<file path="config.mk">
export PLATFORM = sky130hd
export DESIGN_NAME = axi4_arbiter_2to1_flat
export DESIGN_NICKNAME = d
export VERILOG_FILES = /design/src/rtl/axi4_arbiter_2to1_if.sv /design/src/rtl/axi4_arbiter_2to1.sv /design/src/flat_wrapper.sv
export SDC_FILE = /design/constraint.sdc
export NUM_CORES = 1
export LEC_CHECK = 0
export CAP_MARGIN = 10
export CORE_AREA = 2 2 219 221
export CTS_BUF_LIST = sky130_fd_sc_hd__clkbuf_16
export CTS_CLUSTER_SIZE = 20
export DETAILED_ROUTE_END_ITERATION = 7
export DIE_AREA = 0 0 221 223
export HOLD_SLACK_MARGIN = 0.03
export PLACE_DENSITY_LB_ADDON = 0.3
export SYNTH_ARGS = -nofsm -noshare
export SYNTH_HDL_FRONTEND = slang
export SYNTH_SLANG_ARGS = --single-unit
</file>
<file path="constraint.sdc">
create_clock -name ACLK -period 1.9 [get_ports ACLK]
set_clock_uncertainty 0.15 [all_clocks]
set_input_delay 0.57 -clock ACLK [delete_from_list [all_inputs] [get_ports ACLK]]
set_output_delay 0.57 -clock ACLK [all_outputs]
set_load 0.005 [all_outputs]
</file>
<file path="src/rtl/axi4_arbiter_2to1_if.sv">
// AXI4 bundle shared by the arbiter and its neighbours.
// Parameters: N = data bus width in bytes, I = ID width.
// Modport M is the master side of a link, modport S the slave side.
// Channels: AW (ID/ADDR/LEN/SIZE/BURST), W (DATA/STRB/LAST), B (ID/RESP),
// AR (ID/ADDR/LEN/SIZE/BURST), R (ID/DATA/RESP/LAST), each with VALID/READY.
interface AXI4 #(
  parameter int N = 4,
  parameter int I = 4
);
  logic [I-1:0]   AWID;
  logic [31:0]    AWADDR;
  logic [7:0]     AWLEN;
  logic [2:0]     AWSIZE;
  logic [1:0]     AWBURST;
  logic           AWVALID, AWREADY;
  logic [8*N-1:0] WDATA;
  logic [N-1:0]   WSTRB;
  logic           WLAST, WVALID, WREADY;
  logic [I-1:0]   BID;
  logic [1:0]     BRESP;
  logic           BVALID, BREADY;
  logic [I-1:0]   ARID;
  logic [31:0]    ARADDR;
  logic [7:0]     ARLEN;
  logic [2:0]     ARSIZE;
  logic [1:0]     ARBURST;
  logic           ARVALID, ARREADY;
  logic [I-1:0]   RID;
  logic [8*N-1:0] RDATA;
  logic [1:0]     RRESP;
  logic           RLAST, RVALID, RREADY;

  modport M (
    output AWID, AWADDR, AWLEN, AWSIZE, AWBURST, AWVALID, input AWREADY,
    output WDATA, WSTRB, WLAST, WVALID, input WREADY,
    input BID, BRESP, BVALID, output BREADY,
    output ARID, ARADDR, ARLEN, ARSIZE, ARBURST, ARVALID, input ARREADY,
    input RID, RDATA, RRESP, RLAST, RVALID, output RREADY
  );

  modport S (
    input AWID, AWADDR, AWLEN, AWSIZE, AWBURST, AWVALID, output AWREADY,
    input WDATA, WSTRB, WLAST, WVALID, output WREADY,
    output BID, BRESP, BVALID, input BREADY,
    input ARID, ARADDR, ARLEN, ARSIZE, ARBURST, ARVALID, output ARREADY,
    output RID, RDATA, RRESP, RLAST, RVALID, input RREADY
  );
endinterface

</file>
<file path="src/rtl/axi4_arbiter_2to1.sv">
// Two-master to one-slave AXI4 arbiter. Write (AW/W/B) and read (AR/R)
// paths are arbitrated independently, each allowing one burst in flight.
// Ties go to the port that was not served last (round robin).
// Ports:
//   ACLK    - clock, rising edge
//   ARESETn - synchronous active-low reset
//   s0, s1  - upstream slave ports (ID width I)
//   m       - downstream master port (ID width I+1, MSB = granted port)
module axi4_arbiter_2to1 #(
  parameter int N = 4,
  parameter int I = 4
) (
  input logic ACLK,
  input logic ARESETn,
  AXI4.S      s0,
  AXI4.S      s1,
  AXI4.M      m
);
  typedef enum logic [1:0] {W_IDLE, W_ADDR, W_DATA, W_RESP} wstate_t;
  typedef enum logic [1:0] {R_IDLE, R_ADDR, R_DATA} rstate_t;

  wstate_t wst, wst_nxt;
  rstate_t rst_st, rst_nxt;
  logic    wgnt, wptr, rgnt, rptr;

  // Returns the port to grant; wptr/rptr hold the port served last.
  function automatic logic pick(input logic r0, input logic r1, input logic last);
    return (r0 && r1) ? ~last : r1;
  endfunction

  // Upstream fields of the granted port.
  logic [I-1:0]   g_awid, g_arid;
  logic [31:0]    g_awaddr, g_araddr;
  logic [7:0]     g_awlen, g_arlen;
  logic [2:0]     g_awsize, g_arsize;
  logic [1:0]     g_awburst, g_arburst;
  logic           g_awvalid, g_arvalid, g_wlast, g_wvalid, g_bready, g_rready;
  logic [8*N-1:0] g_wdata;
  logic [N-1:0]   g_wstrb;

  assign g_awid    = wgnt ? s1.AWID    : s0.AWID;
  assign g_awaddr  = wgnt ? s1.AWADDR  : s0.AWADDR;
  assign g_awlen   = wgnt ? s1.AWLEN   : s0.AWLEN;
  assign g_awsize  = wgnt ? s1.AWSIZE  : s0.AWSIZE;
  assign g_awburst = wgnt ? s1.AWBURST : s0.AWBURST;
  assign g_awvalid = wgnt ? s1.AWVALID : s0.AWVALID;
  assign g_wdata   = wgnt ? s1.WDATA   : s0.WDATA;
  assign g_wstrb   = wgnt ? s1.WSTRB   : s0.WSTRB;
  assign g_wlast   = wgnt ? s1.WLAST   : s0.WLAST;
  assign g_wvalid  = wgnt ? s1.WVALID  : s0.WVALID;
  assign g_bready  = wgnt ? s1.BREADY  : s0.BREADY;
  assign g_arid    = rgnt ? s1.ARID    : s0.ARID;
  assign g_araddr  = rgnt ? s1.ARADDR  : s0.ARADDR;
  assign g_arlen   = rgnt ? s1.ARLEN   : s0.ARLEN;
  assign g_arsize  = rgnt ? s1.ARSIZE  : s0.ARSIZE;
  assign g_arburst = rgnt ? s1.ARBURST : s0.ARBURST;
  assign g_arvalid = rgnt ? s1.ARVALID : s0.ARVALID;
  assign g_rready  = rgnt ? s1.RREADY  : s0.RREADY;

  // The extra ID bit coming back from the slave is ignored; routing uses the
  // latched grant.
  logic unused_id_msb;
  assign unused_id_msb = m.BID[I] ^ m.RID[I];

  always_ff @(posedge ACLK) begin
    if (!ARESETn) begin
      wst    <= W_IDLE;
      wgnt   <= 1'b0;
      wptr   <= 1'b1;
      rst_st <= R_IDLE;
      rgnt   <= 1'b0;
      rptr   <= 1'b1;
    end else begin
      wst    <= wst_nxt;
      rst_st <= rst_nxt;
      if (wst == W_IDLE && (s0.AWVALID || s1.AWVALID))
        wgnt <= pick(s0.AWVALID, s1.AWVALID, wptr);
      if (wst == W_RESP && m.BVALID && m.BREADY)
        wptr <= wgnt;
      if (rst_st == R_IDLE && (s0.ARVALID || s1.ARVALID))
        rgnt <= pick(s0.ARVALID, s1.ARVALID, rptr);
      if (rst_st == R_DATA && m.RVALID && m.RREADY && m.RLAST)
        rptr <= rgnt;
    end
  end

  // Write path: next state and channel steering.
  always_comb begin
    wst_nxt    = wst;
    m.AWID     = '0;
    m.AWADDR   = '0;
    m.AWLEN    = '0;
    m.AWSIZE   = '0;
    m.AWBURST  = '0;
    m.AWVALID  = 1'b0;
    m.WDATA    = '0;
    m.WSTRB    = '0;
    m.WLAST    = 1'b0;
    m.WVALID   = 1'b0;
    m.BREADY   = 1'b0;
    s0.AWREADY = 1'b0;
    s0.WREADY  = 1'b0;
    s0.BVALID  = 1'b0;
    s0.BID     = '0;
    s0.BRESP   = '0;
    s1.AWREADY = 1'b0;
    s1.WREADY  = 1'b0;
    s1.BVALID  = 1'b0;
    s1.BID     = '0;
    s1.BRESP   = '0;
    case (wst)
      W_IDLE: if (s0.AWVALID || s1.AWVALID) wst_nxt = W_ADDR;
      W_ADDR: begin
        m.AWID    = {wgnt, g_awid};
        m.AWADDR  = g_awaddr;
        m.AWLEN   = g_awlen;
        m.AWSIZE  = g_awsize;
        m.AWBURST = g_awburst;
        m.AWVALID = g_awvalid;
        if (wgnt) s1.AWREADY = m.AWREADY;
        else      s0.AWREADY = m.AWREADY;
        if (g_awvalid && m.AWREADY) wst_nxt = W_DATA;
      end
      W_DATA: begin
        m.WDATA  = g_wdata;
        m.WSTRB  = g_wstrb;
        m.WLAST  = g_wlast;
        m.WVALID = g_wvalid;
        if (wgnt) s1.WREADY = m.WREADY;
        else      s0.WREADY = m.WREADY;
        if (g_wvalid && m.WREADY && g_wlast) wst_nxt = W_RESP;
      end
      W_RESP: begin
        m.BREADY = g_bready;
        if (wgnt) begin
          s1.BVALID = m.BVALID;
          s1.BID    = m.BID[I-1:0];
          s1.BRESP  = m.BRESP;
        end else begin
          s0.BVALID = m.BVALID;
          s0.BID    = m.BID[I-1:0];
          s0.BRESP  = m.BRESP;
        end
        if (m.BVALID && g_bready) wst_nxt = W_IDLE;
      end
      default: wst_nxt = W_IDLE;
    endcase
  end

  // Read path: next state and channel steering.
  always_comb begin
    rst_nxt    = rst_st;
    m.ARID     = '0;
    m.ARADDR   = '0;
    m.ARLEN    = '0;
    m.ARSIZE   = '0;
    m.ARBURST  = '0;
    m.ARVALID  = 1'b0;
    m.RREADY   = 1'b0;
    s0.ARREADY = 1'b0;
    s0.RVALID  = 1'b0;
    s0.RID     = '0;
    s0.RDATA   = '0;
    s0.RRESP   = '0;
    s0.RLAST   = 1'b0;
    s1.ARREADY = 1'b0;
    s1.RVALID  = 1'b0;
    s1.RID     = '0;
    s1.RDATA   = '0;
    s1.RRESP   = '0;
    s1.RLAST   = 1'b0;
    case (rst_st)
      R_IDLE: if (s0.ARVALID || s1.ARVALID) rst_nxt = R_ADDR;
      R_ADDR: begin
        m.ARID    = {rgnt, g_arid};
        m.ARADDR  = g_araddr;
        m.ARLEN   = g_arlen;
        m.ARSIZE  = g_arsize;
        m.ARBURST = g_arburst;
        m.ARVALID = g_arvalid;
        if (rgnt) s1.ARREADY = m.ARREADY;
        else      s0.ARREADY = m.ARREADY;
        if (g_arvalid && m.ARREADY) rst_nxt = R_DATA;
      end
      R_DATA: begin
        m.RREADY = g_rready;
        if (rgnt) begin
          s1.RVALID = m.RVALID;
          s1.RID    = m.RID[I-1:0];
          s1.RDATA  = m.RDATA;
          s1.RRESP  = m.RRESP;
          s1.RLAST  = m.RLAST;
        end else begin
          s0.RVALID = m.RVALID;
          s0.RID    = m.RID[I-1:0];
          s0.RDATA  = m.RDATA;
          s0.RRESP  = m.RRESP;
          s0.RLAST  = m.RLAST;
        end
        if (m.RVALID && g_rready && m.RLAST) rst_nxt = R_IDLE;
      end
      default: rst_nxt = R_IDLE;
    endcase
  end
endmodule

</file>
<file path="src/flat_wrapper.sv">
// flat-port wrapper written by rule: the top's interface ports become plain ports
module axi4_arbiter_2to1_flat 
#(
  parameter int N = 4,
  parameter int I = 4
)
  (ACLK, ARESETn, s0_AWID, s0_AWADDR, s0_AWLEN, s0_AWSIZE, s0_AWBURST, s0_AWVALID, s0_AWREADY, s0_WDATA, s0_WSTRB, s0_WLAST, s0_WVALID, s0_WREADY, s0_BID, s0_BRESP, s0_BVALID, s0_BREADY, s0_ARID, s0_ARADDR, s0_ARLEN, s0_ARSIZE, s0_ARBURST, s0_ARVALID, s0_ARREADY, s0_RID, s0_RDATA, s0_RRESP, s0_RLAST, s0_RVALID, s0_RREADY, s1_AWID, s1_AWADDR, s1_AWLEN, s1_AWSIZE, s1_AWBURST, s1_AWVALID, s1_AWREADY, s1_WDATA, s1_WSTRB, s1_WLAST, s1_WVALID, s1_WREADY, s1_BID, s1_BRESP, s1_BVALID, s1_BREADY, s1_ARID, s1_ARADDR, s1_ARLEN, s1_ARSIZE, s1_ARBURST, s1_ARVALID, s1_ARREADY, s1_RID, s1_RDATA, s1_RRESP, s1_RLAST, s1_RVALID, s1_RREADY, m_AWID, m_AWADDR, m_AWLEN, m_AWSIZE, m_AWBURST, m_AWVALID, m_AWREADY, m_WDATA, m_WSTRB, m_WLAST, m_WVALID, m_WREADY, m_BID, m_BRESP, m_BVALID, m_BREADY, m_ARID, m_ARADDR, m_ARLEN, m_ARSIZE, m_ARBURST, m_ARVALID, m_ARREADY, m_RID, m_RDATA, m_RRESP, m_RLAST, m_RVALID, m_RREADY);
  AXI4 #(.N(N), .I(I)) s0_i ();
  AXI4 #(.N(N), .I(I)) s1_i ();
  AXI4 #(.N(N), .I(I)) m_i ();
  input logic ACLK;
  input logic ARESETn;
  input wire logic [$bits(s0_i.AWID)-1:0] s0_AWID;
  input wire logic [$bits(s0_i.AWADDR)-1:0] s0_AWADDR;
  input wire logic [$bits(s0_i.AWLEN)-1:0] s0_AWLEN;
  input wire logic [$bits(s0_i.AWSIZE)-1:0] s0_AWSIZE;
  input wire logic [$bits(s0_i.AWBURST)-1:0] s0_AWBURST;
  input wire logic [$bits(s0_i.AWVALID)-1:0] s0_AWVALID;
  output wire logic [$bits(s0_i.AWREADY)-1:0] s0_AWREADY;
  input wire logic [$bits(s0_i.WDATA)-1:0] s0_WDATA;
  input wire logic [$bits(s0_i.WSTRB)-1:0] s0_WSTRB;
  input wire logic [$bits(s0_i.WLAST)-1:0] s0_WLAST;
  input wire logic [$bits(s0_i.WVALID)-1:0] s0_WVALID;
  output wire logic [$bits(s0_i.WREADY)-1:0] s0_WREADY;
  output wire logic [$bits(s0_i.BID)-1:0] s0_BID;
  output wire logic [$bits(s0_i.BRESP)-1:0] s0_BRESP;
  output wire logic [$bits(s0_i.BVALID)-1:0] s0_BVALID;
  input wire logic [$bits(s0_i.BREADY)-1:0] s0_BREADY;
  input wire logic [$bits(s0_i.ARID)-1:0] s0_ARID;
  input wire logic [$bits(s0_i.ARADDR)-1:0] s0_ARADDR;
  input wire logic [$bits(s0_i.ARLEN)-1:0] s0_ARLEN;
  input wire logic [$bits(s0_i.ARSIZE)-1:0] s0_ARSIZE;
  input wire logic [$bits(s0_i.ARBURST)-1:0] s0_ARBURST;
  input wire logic [$bits(s0_i.ARVALID)-1:0] s0_ARVALID;
  output wire logic [$bits(s0_i.ARREADY)-1:0] s0_ARREADY;
  output wire logic [$bits(s0_i.RID)-1:0] s0_RID;
  output wire logic [$bits(s0_i.RDATA)-1:0] s0_RDATA;
  output wire logic [$bits(s0_i.RRESP)-1:0] s0_RRESP;
  output wire logic [$bits(s0_i.RLAST)-1:0] s0_RLAST;
  output wire logic [$bits(s0_i.RVALID)-1:0] s0_RVALID;
  input wire logic [$bits(s0_i.RREADY)-1:0] s0_RREADY;
  input wire logic [$bits(s1_i.AWID)-1:0] s1_AWID;
  input wire logic [$bits(s1_i.AWADDR)-1:0] s1_AWADDR;
  input wire logic [$bits(s1_i.AWLEN)-1:0] s1_AWLEN;
  input wire logic [$bits(s1_i.AWSIZE)-1:0] s1_AWSIZE;
  input wire logic [$bits(s1_i.AWBURST)-1:0] s1_AWBURST;
  input wire logic [$bits(s1_i.AWVALID)-1:0] s1_AWVALID;
  output wire logic [$bits(s1_i.AWREADY)-1:0] s1_AWREADY;
  input wire logic [$bits(s1_i.WDATA)-1:0] s1_WDATA;
  input wire logic [$bits(s1_i.WSTRB)-1:0] s1_WSTRB;
  input wire logic [$bits(s1_i.WLAST)-1:0] s1_WLAST;
  input wire logic [$bits(s1_i.WVALID)-1:0] s1_WVALID;
  output wire logic [$bits(s1_i.WREADY)-1:0] s1_WREADY;
  output wire logic [$bits(s1_i.BID)-1:0] s1_BID;
  output wire logic [$bits(s1_i.BRESP)-1:0] s1_BRESP;
  output wire logic [$bits(s1_i.BVALID)-1:0] s1_BVALID;
  input wire logic [$bits(s1_i.BREADY)-1:0] s1_BREADY;
  input wire logic [$bits(s1_i.ARID)-1:0] s1_ARID;
  input wire logic [$bits(s1_i.ARADDR)-1:0] s1_ARADDR;
  input wire logic [$bits(s1_i.ARLEN)-1:0] s1_ARLEN;
  input wire logic [$bits(s1_i.ARSIZE)-1:0] s1_ARSIZE;
  input wire logic [$bits(s1_i.ARBURST)-1:0] s1_ARBURST;
  input wire logic [$bits(s1_i.ARVALID)-1:0] s1_ARVALID;
  output wire logic [$bits(s1_i.ARREADY)-1:0] s1_ARREADY;
  output wire logic [$bits(s1_i.RID)-1:0] s1_RID;
  output wire logic [$bits(s1_i.RDATA)-1:0] s1_RDATA;
  output wire logic [$bits(s1_i.RRESP)-1:0] s1_RRESP;
  output wire logic [$bits(s1_i.RLAST)-1:0] s1_RLAST;
  output wire logic [$bits(s1_i.RVALID)-1:0] s1_RVALID;
  input wire logic [$bits(s1_i.RREADY)-1:0] s1_RREADY;
  output wire logic [$bits(m_i.AWID)-1:0] m_AWID;
  output wire logic [$bits(m_i.AWADDR)-1:0] m_AWADDR;
  output wire logic [$bits(m_i.AWLEN)-1:0] m_AWLEN;
  output wire logic [$bits(m_i.AWSIZE)-1:0] m_AWSIZE;
  output wire logic [$bits(m_i.AWBURST)-1:0] m_AWBURST;
  output wire logic [$bits(m_i.AWVALID)-1:0] m_AWVALID;
  input wire logic [$bits(m_i.AWREADY)-1:0] m_AWREADY;
  output wire logic [$bits(m_i.WDATA)-1:0] m_WDATA;
  output wire logic [$bits(m_i.WSTRB)-1:0] m_WSTRB;
  output wire logic [$bits(m_i.WLAST)-1:0] m_WLAST;
  output wire logic [$bits(m_i.WVALID)-1:0] m_WVALID;
  input wire logic [$bits(m_i.WREADY)-1:0] m_WREADY;
  input wire logic [$bits(m_i.BID)-1:0] m_BID;
  input wire logic [$bits(m_i.BRESP)-1:0] m_BRESP;
  input wire logic [$bits(m_i.BVALID)-1:0] m_BVALID;
  output wire logic [$bits(m_i.BREADY)-1:0] m_BREADY;
  output wire logic [$bits(m_i.ARID)-1:0] m_ARID;
  output wire logic [$bits(m_i.ARADDR)-1:0] m_ARADDR;
  output wire logic [$bits(m_i.ARLEN)-1:0] m_ARLEN;
  output wire logic [$bits(m_i.ARSIZE)-1:0] m_ARSIZE;
  output wire logic [$bits(m_i.ARBURST)-1:0] m_ARBURST;
  output wire logic [$bits(m_i.ARVALID)-1:0] m_ARVALID;
  input wire logic [$bits(m_i.ARREADY)-1:0] m_ARREADY;
  input wire logic [$bits(m_i.RID)-1:0] m_RID;
  input wire logic [$bits(m_i.RDATA)-1:0] m_RDATA;
  input wire logic [$bits(m_i.RRESP)-1:0] m_RRESP;
  input wire logic [$bits(m_i.RLAST)-1:0] m_RLAST;
  input wire logic [$bits(m_i.RVALID)-1:0] m_RVALID;
  output wire logic [$bits(m_i.RREADY)-1:0] m_RREADY;
  assign s0_i.AWID = s0_AWID;
  assign s0_i.AWADDR = s0_AWADDR;
  assign s0_i.AWLEN = s0_AWLEN;
  assign s0_i.AWSIZE = s0_AWSIZE;
  assign s0_i.AWBURST = s0_AWBURST;
  assign s0_i.AWVALID = s0_AWVALID;
  assign s0_AWREADY = s0_i.AWREADY;
  assign s0_i.WDATA = s0_WDATA;
  assign s0_i.WSTRB = s0_WSTRB;
  assign s0_i.WLAST = s0_WLAST;
  assign s0_i.WVALID = s0_WVALID;
  assign s0_WREADY = s0_i.WREADY;
  assign s0_BID = s0_i.BID;
  assign s0_BRESP = s0_i.BRESP;
  assign s0_BVALID = s0_i.BVALID;
  assign s0_i.BREADY = s0_BREADY;
  assign s0_i.ARID = s0_ARID;
  assign s0_i.ARADDR = s0_ARADDR;
  assign s0_i.ARLEN = s0_ARLEN;
  assign s0_i.ARSIZE = s0_ARSIZE;
  assign s0_i.ARBURST = s0_ARBURST;
  assign s0_i.ARVALID = s0_ARVALID;
  assign s0_ARREADY = s0_i.ARREADY;
  assign s0_RID = s0_i.RID;
  assign s0_RDATA = s0_i.RDATA;
  assign s0_RRESP = s0_i.RRESP;
  assign s0_RLAST = s0_i.RLAST;
  assign s0_RVALID = s0_i.RVALID;
  assign s0_i.RREADY = s0_RREADY;
  assign s1_i.AWID = s1_AWID;
  assign s1_i.AWADDR = s1_AWADDR;
  assign s1_i.AWLEN = s1_AWLEN;
  assign s1_i.AWSIZE = s1_AWSIZE;
  assign s1_i.AWBURST = s1_AWBURST;
  assign s1_i.AWVALID = s1_AWVALID;
  assign s1_AWREADY = s1_i.AWREADY;
  assign s1_i.WDATA = s1_WDATA;
  assign s1_i.WSTRB = s1_WSTRB;
  assign s1_i.WLAST = s1_WLAST;
  assign s1_i.WVALID = s1_WVALID;
  assign s1_WREADY = s1_i.WREADY;
  assign s1_BID = s1_i.BID;
  assign s1_BRESP = s1_i.BRESP;
  assign s1_BVALID = s1_i.BVALID;
  assign s1_i.BREADY = s1_BREADY;
  assign s1_i.ARID = s1_ARID;
  assign s1_i.ARADDR = s1_ARADDR;
  assign s1_i.ARLEN = s1_ARLEN;
  assign s1_i.ARSIZE = s1_ARSIZE;
  assign s1_i.ARBURST = s1_ARBURST;
  assign s1_i.ARVALID = s1_ARVALID;
  assign s1_ARREADY = s1_i.ARREADY;
  assign s1_RID = s1_i.RID;
  assign s1_RDATA = s1_i.RDATA;
  assign s1_RRESP = s1_i.RRESP;
  assign s1_RLAST = s1_i.RLAST;
  assign s1_RVALID = s1_i.RVALID;
  assign s1_i.RREADY = s1_RREADY;
  assign m_AWID = m_i.AWID;
  assign m_AWADDR = m_i.AWADDR;
  assign m_AWLEN = m_i.AWLEN;
  assign m_AWSIZE = m_i.AWSIZE;
  assign m_AWBURST = m_i.AWBURST;
  assign m_AWVALID = m_i.AWVALID;
  assign m_i.AWREADY = m_AWREADY;
  assign m_WDATA = m_i.WDATA;
  assign m_WSTRB = m_i.WSTRB;
  assign m_WLAST = m_i.WLAST;
  assign m_WVALID = m_i.WVALID;
  assign m_i.WREADY = m_WREADY;
  assign m_i.BID = m_BID;
  assign m_i.BRESP = m_BRESP;
  assign m_i.BVALID = m_BVALID;
  assign m_BREADY = m_i.BREADY;
  assign m_ARID = m_i.ARID;
  assign m_ARADDR = m_i.ARADDR;
  assign m_ARLEN = m_i.ARLEN;
  assign m_ARSIZE = m_i.ARSIZE;
  assign m_ARBURST = m_i.ARBURST;
  assign m_ARVALID = m_i.ARVALID;
  assign m_i.ARREADY = m_ARREADY;
  assign m_i.RID = m_RID;
  assign m_i.RDATA = m_RDATA;
  assign m_i.RRESP = m_RRESP;
  assign m_i.RLAST = m_RLAST;
  assign m_i.RVALID = m_RVALID;
  assign m_RREADY = m_i.RREADY;
  axi4_arbiter_2to1 #(.N(N), .I(I)) u_core (.ACLK(ACLK), .ARESETn(ARESETn), .s0(s0_i), .s1(s1_i), .m(m_i));
endmodule
</file>
==> qor.json <==
{
  "hold-worst-slack": {"value": 0.3280, "unit": "ns"},
  "die_width": {"value": 221, "unit": "um"},
  "synth-main-ff-cell": {"value": "dfxtp_1"},
  "main_combinational_cell_family_by_area_after_synthesis": {"value": "simple AND/OR/NAND/NOR gates"},
  "drcViolationCount": {"value": 0},
  "grt.met2_usage": {"value": 22.73, "unit": "%"},
  "power_frac_clock": {"value": 5.8, "unit": "%"},
  "final_antenna_net_count": {"value": 0},
  "post-route-worst-setup-slack": {"value": -0.3369, "unit": "ns"},
  "io_buffers": {"value": 571},
  "synth.avg_cell_area": {"value": 7.163, "unit": "um2"},
  "route.detailed.wl_per_inst": {"value": 17.93, "unit": "um"},
  "drt_iter0_markers": {"value": 101},
  "crit_arrival": {"value": 1.52, "unit": "ns"},
  "globalRoute.busiestLayer": {"value": "met2"},
  "crit_type": {"value": "flop to output pin"},
  "design.final.nets": {"value": 1560},
  "cpPeakStageDelay": {"value": 0.33, "unit": "ns"},
  "max-slew-margin-rel": {"value": 77.58, "unit": "%"},
  "final_cell_count_no_fill": {"value": 1845},
  "synth_fp_nets": {"value": 824},
  "netlist.top_cell.by_area": {"value": "mux2i_1"},
  "floorplan.die_area": {"value": 49280, "unit": "um2"},
  "post_synth_inst_count": {"value": 487},
  "maxCapViolCount": {"value": 0},
  "detailroute.via_count": {"value": 6525},
  "global_route.overflow_total": {"value": 0},
  "power_frac_seq": {"value": 4.1, "unit": "%"},
  "yosysMostFrequentCell": {"value": "mux2i_1"},
  "synth.mux.area_fraction": {"value": 41.39, "unit": "%"},
  "setup_violations": {"value": 242},
  "area_growth_syn_to_layout": {"value": 278.8, "unit": "%"},
  "row_count": {"value": 80},
  "outcome": {"value": "finished, violations left"},
  "root_buffer": {"value": "clkbuf_16"},
  "synth-edff-count": {"value": 0},
  "placed_insts": {"value": 1705},
  "hpwl": {"value": 25.39, "unit": "mm"},
  "number_of_ports_placed_on_the_die_boundary": {"value": 572},
  "post_layout_minimum_cycle_time": {"value": 2.237, "unit": "ns"},
  "fillCellCount": {"value": 5084},
  "cellInternalPower": {"value": 4.061, "unit": "mW"},
  "tritoncts": {"value": "done"},
  "critical_path_sink_type": {"value": "output pin"},
  "grt_util_all_layers": {"value": 12.17, "unit": "%"},
  "core_region_area": {"value": 47150, "unit": "um2"},
  "groute.layer.met3.usage": {"value": 3.938, "unit": "%"},
  "synth.ff_latch_count": {"value": 8},
  "cpMaxStageDelayCell": {"value": "dfxtp_2"},
  "synthAdderAreaFrac": {"value": 1.793, "unit": "%"},
  "crit_path_cell_trace": {"value": "nand2b_4 -> nor2_4 -> buf_12 -> buf_16 -> buf_8 -> buf_6 -> and2_4 -> buf_6"},
  "synth_async_sr_flop_share": {"value": 0, "unit": "%"},
  "path_clk_slew": {"value": 0.04, "unit": "ns"},
  "final_hold_viol_count": {"value": 0},
  "leakage_power_of_the_design": {"value": 5.841, "unit": "nW"},
  "post_route_cells_drive_above_1_share": {"value": 55.28, "unit": "%"},
  "rsz0062_at_grt": {"value": "yes"},
  "final.period_utilization": {"value": 117.7, "unit": "%"},
  "power.density_cell_area": {"value": 477.8, "unit": "nW/um2"},
  "worst-path-max-fanout": {"value": 6},
  "postRouteWirelength": {"value": 33.07, "unit": "mm"},
  "initial_utilization": {"value": 7.399, "unit": "%"},
  "synth.area.top_cells": {"value": "mux2i_1 (41%), nor2b_1 (16%), and2_1 (16%)"},
  "path_common_cell": {"value": "buf_6"},
  "synth_simple_gate_area_share": {"value": 43.90, "unit": "%"},
  "synth_sequential_area_ratio": {"value": 4.591, "unit": "%"},
  "global_placer_s_final_weighted_congestion": {"value": 0.8014},
  "violations": {"value": "negative setup slack"},
  "cts_buffer_depth": {"value": 2},
  "ir_worst_vdd": {"value": 0.4736, "unit": "mV"},
  "yosys.area_share.xor_xnor": {"value": 0, "unit": "%"},
  "clkLatencyLatePin": {"value": 0.23, "unit": "ns"},
  "worst_pin_slew": {"value": 0.3297, "unit": "ns"},
  "timing.critical_path.required": {"value": 1.18, "unit": "ns"},
  "synthDistinctLibCells": {"value": 26},
  "p_sw": {"value": 2.252, "unit": "mW"},
  "ranking_of_synthesized_cells_by_instance_count": {"value": "mux2i_1 (142), nor2b_1 (92), and2_1 (89), nor2_1 (57), clkbuf_1 (27)"},
  "comb_power_share": {"value": 90.0, "unit": "%"},
  "cts_buffers": {"value": 3},
  "synth.yosys.warnings": {"value": 0},
  "place_ws": {"value": -0.9871, "unit": "ns"},
  "netlist_area": {"value": 3488, "unit": "um2"},
  "met1_grt_util": {"value": 13.29, "unit": "%"},
  "grt_start_max_net_pins": {"value": 27},
  "clock-sinks": {"value": 8},
  "drt-pass1-iter-count": {"value": 4},
  "critical_path.startpoint_type": {"value": "flop"},
  "routed_via_density": {"value": 3.537},
  "die_height": {"value": 223, "unit": "um"},
  "grt_first_pass_wirelength": {"value": 44.75, "unit": "mm"},
  "cts_max_level": {"value": 1},
  "number_of_global_route_vias_before_repair": {"value": 6680},
  "post-synth-top-area-fraction": {"value": 40.75, "unit": "%"},
  "finalMaxSlewViolations": {"value": 0},
  "synth-compound-area-share": {"value": 2.367, "unit": "%"},
  "max_clock_freq": {"value": 447.0, "unit": "MHz"},
  "p_sw_share": {"value": 35.67, "unit": "%"},
  "initial_antenna_violation_count": {"value": 21},
  "min_path_type": {"value": "flop to flop"}
}
## kinds of logic after synthesis
kind of cell	Yosys count
buffers and inverters	48
DFF	8
AOI/OAI and AO/OA	9
adders and majority gates	5
and+or+nand+nor	273
muxes	144
## critical path: cells and delay by family (launching register included)
family	cells	cell delay [ns]
buf+inv	5	0.59
flops	1	0.33
simple gates	3	0.36
## cell usage in the layout (no fill, tap or decap), types with 3 or more instances in the layout
master / instances
mux2i_2: 14
dlygate4sd2_1: 142
nor2b_2: 5
nor2b_4: 35
buf_6: 189
mux2i_4: 37
diode_2: 9
and2_4: 80
and3_4: 8
buf_16: 11
nor2_4: 13
buf_12: 39
nor2b_1: 52
nand2_1: 11
buf_4: 47
mux2i_1: 91
clkdlybuf4s50_1: 180
dfxtp_4: 5
ha_4: 3
buf_8: 16
nor2_2: 10
buf_2: 135
and2_1: 9
clkbuf_16: 8
nor2_1: 34
dlymetal6s2s_1: 8
## layer usage
metal,up-vias,part of all wire (%)
li1,3107,-
met1,2987,38
met2,377,52
met3,50,7.8
met4,4,2.7
met5,-,0.076
## power groups by stage
stage | Clock [mW] | Sequential, mW | Combinational, mW
3_5_place_dp | 0 | 0.253 | 4.10
4_1_cts | 0.387 | 0.260 | 4.92
3_3_place_gp | 0 | 0.253 | 4.12
6_report | 0.368 | 0.262 | 5.68
5_1_grt | 0.404 | 0.267 | 6.02
2_1_floorplan | 0 | 0.220 | 1.46
## cell type report
cell class | instances | area [um2] | share of cell area [%]
clock buffer | 3 | 75.07 | 0.5682
multi-input combinational | 431 | 4375 | 33.12
timing repair buffer | 775 | 7772 | 58.83
inverter | 4 | 17.52 | 0.1326
antenna | 9 | 22.52 | 0.1705
sequential | 8 | 180.2 | 1.364
tap | 615 | 769.5 | 5.824
## registers in the layout (all words and copies together), names as in the netlist
register and flops:
u_core.wptr 1, u_core.rgnt 1, u_core.wst 2, u_core.rst_st 2
u_core.wgnt 1, u_core.rptr 1
## path summary, 6_finish.rpt
kind,from,endpoint,slack (ns),cells past startpoint
max reg2reg,u_core.wgnt,u_core.wst[1],-0.09,8
max,u_core.rst_st[0],s1_RRESP[1],-0.34,8
min,u_core.rptr,u_core.rptr,0.33,2
min reg2reg,u_core.rptr,u_core.rptr,0.33,2
## per-stage QoR
step,setup TNS [ns],utilization (%),power (mW),area (um2)
2_1_floorplan,0,-,1.676,3488
3_3_place_gp,-134.46,22.33,4.369,10530
3_5_place_dp,-134.77,22.33,4.349,10530
4_1_cts,-59.00,24.79,5.570,11690
5_1_grt,-67.21,28.00,6.694,13200
6_report,-54.38,28.03,6.314,13210
## timing repair
action | in CTS | in global routing
hold buffers | 0 | 0
gates cloned | 18 | 6
gates resized for setup | 1328 | 348
setup endpoints to repair | 242 | 243
pin swaps | 51 | 47
buffers inserted | 95 | 37
Note: power is estimated with default switching activity, not from simulation.
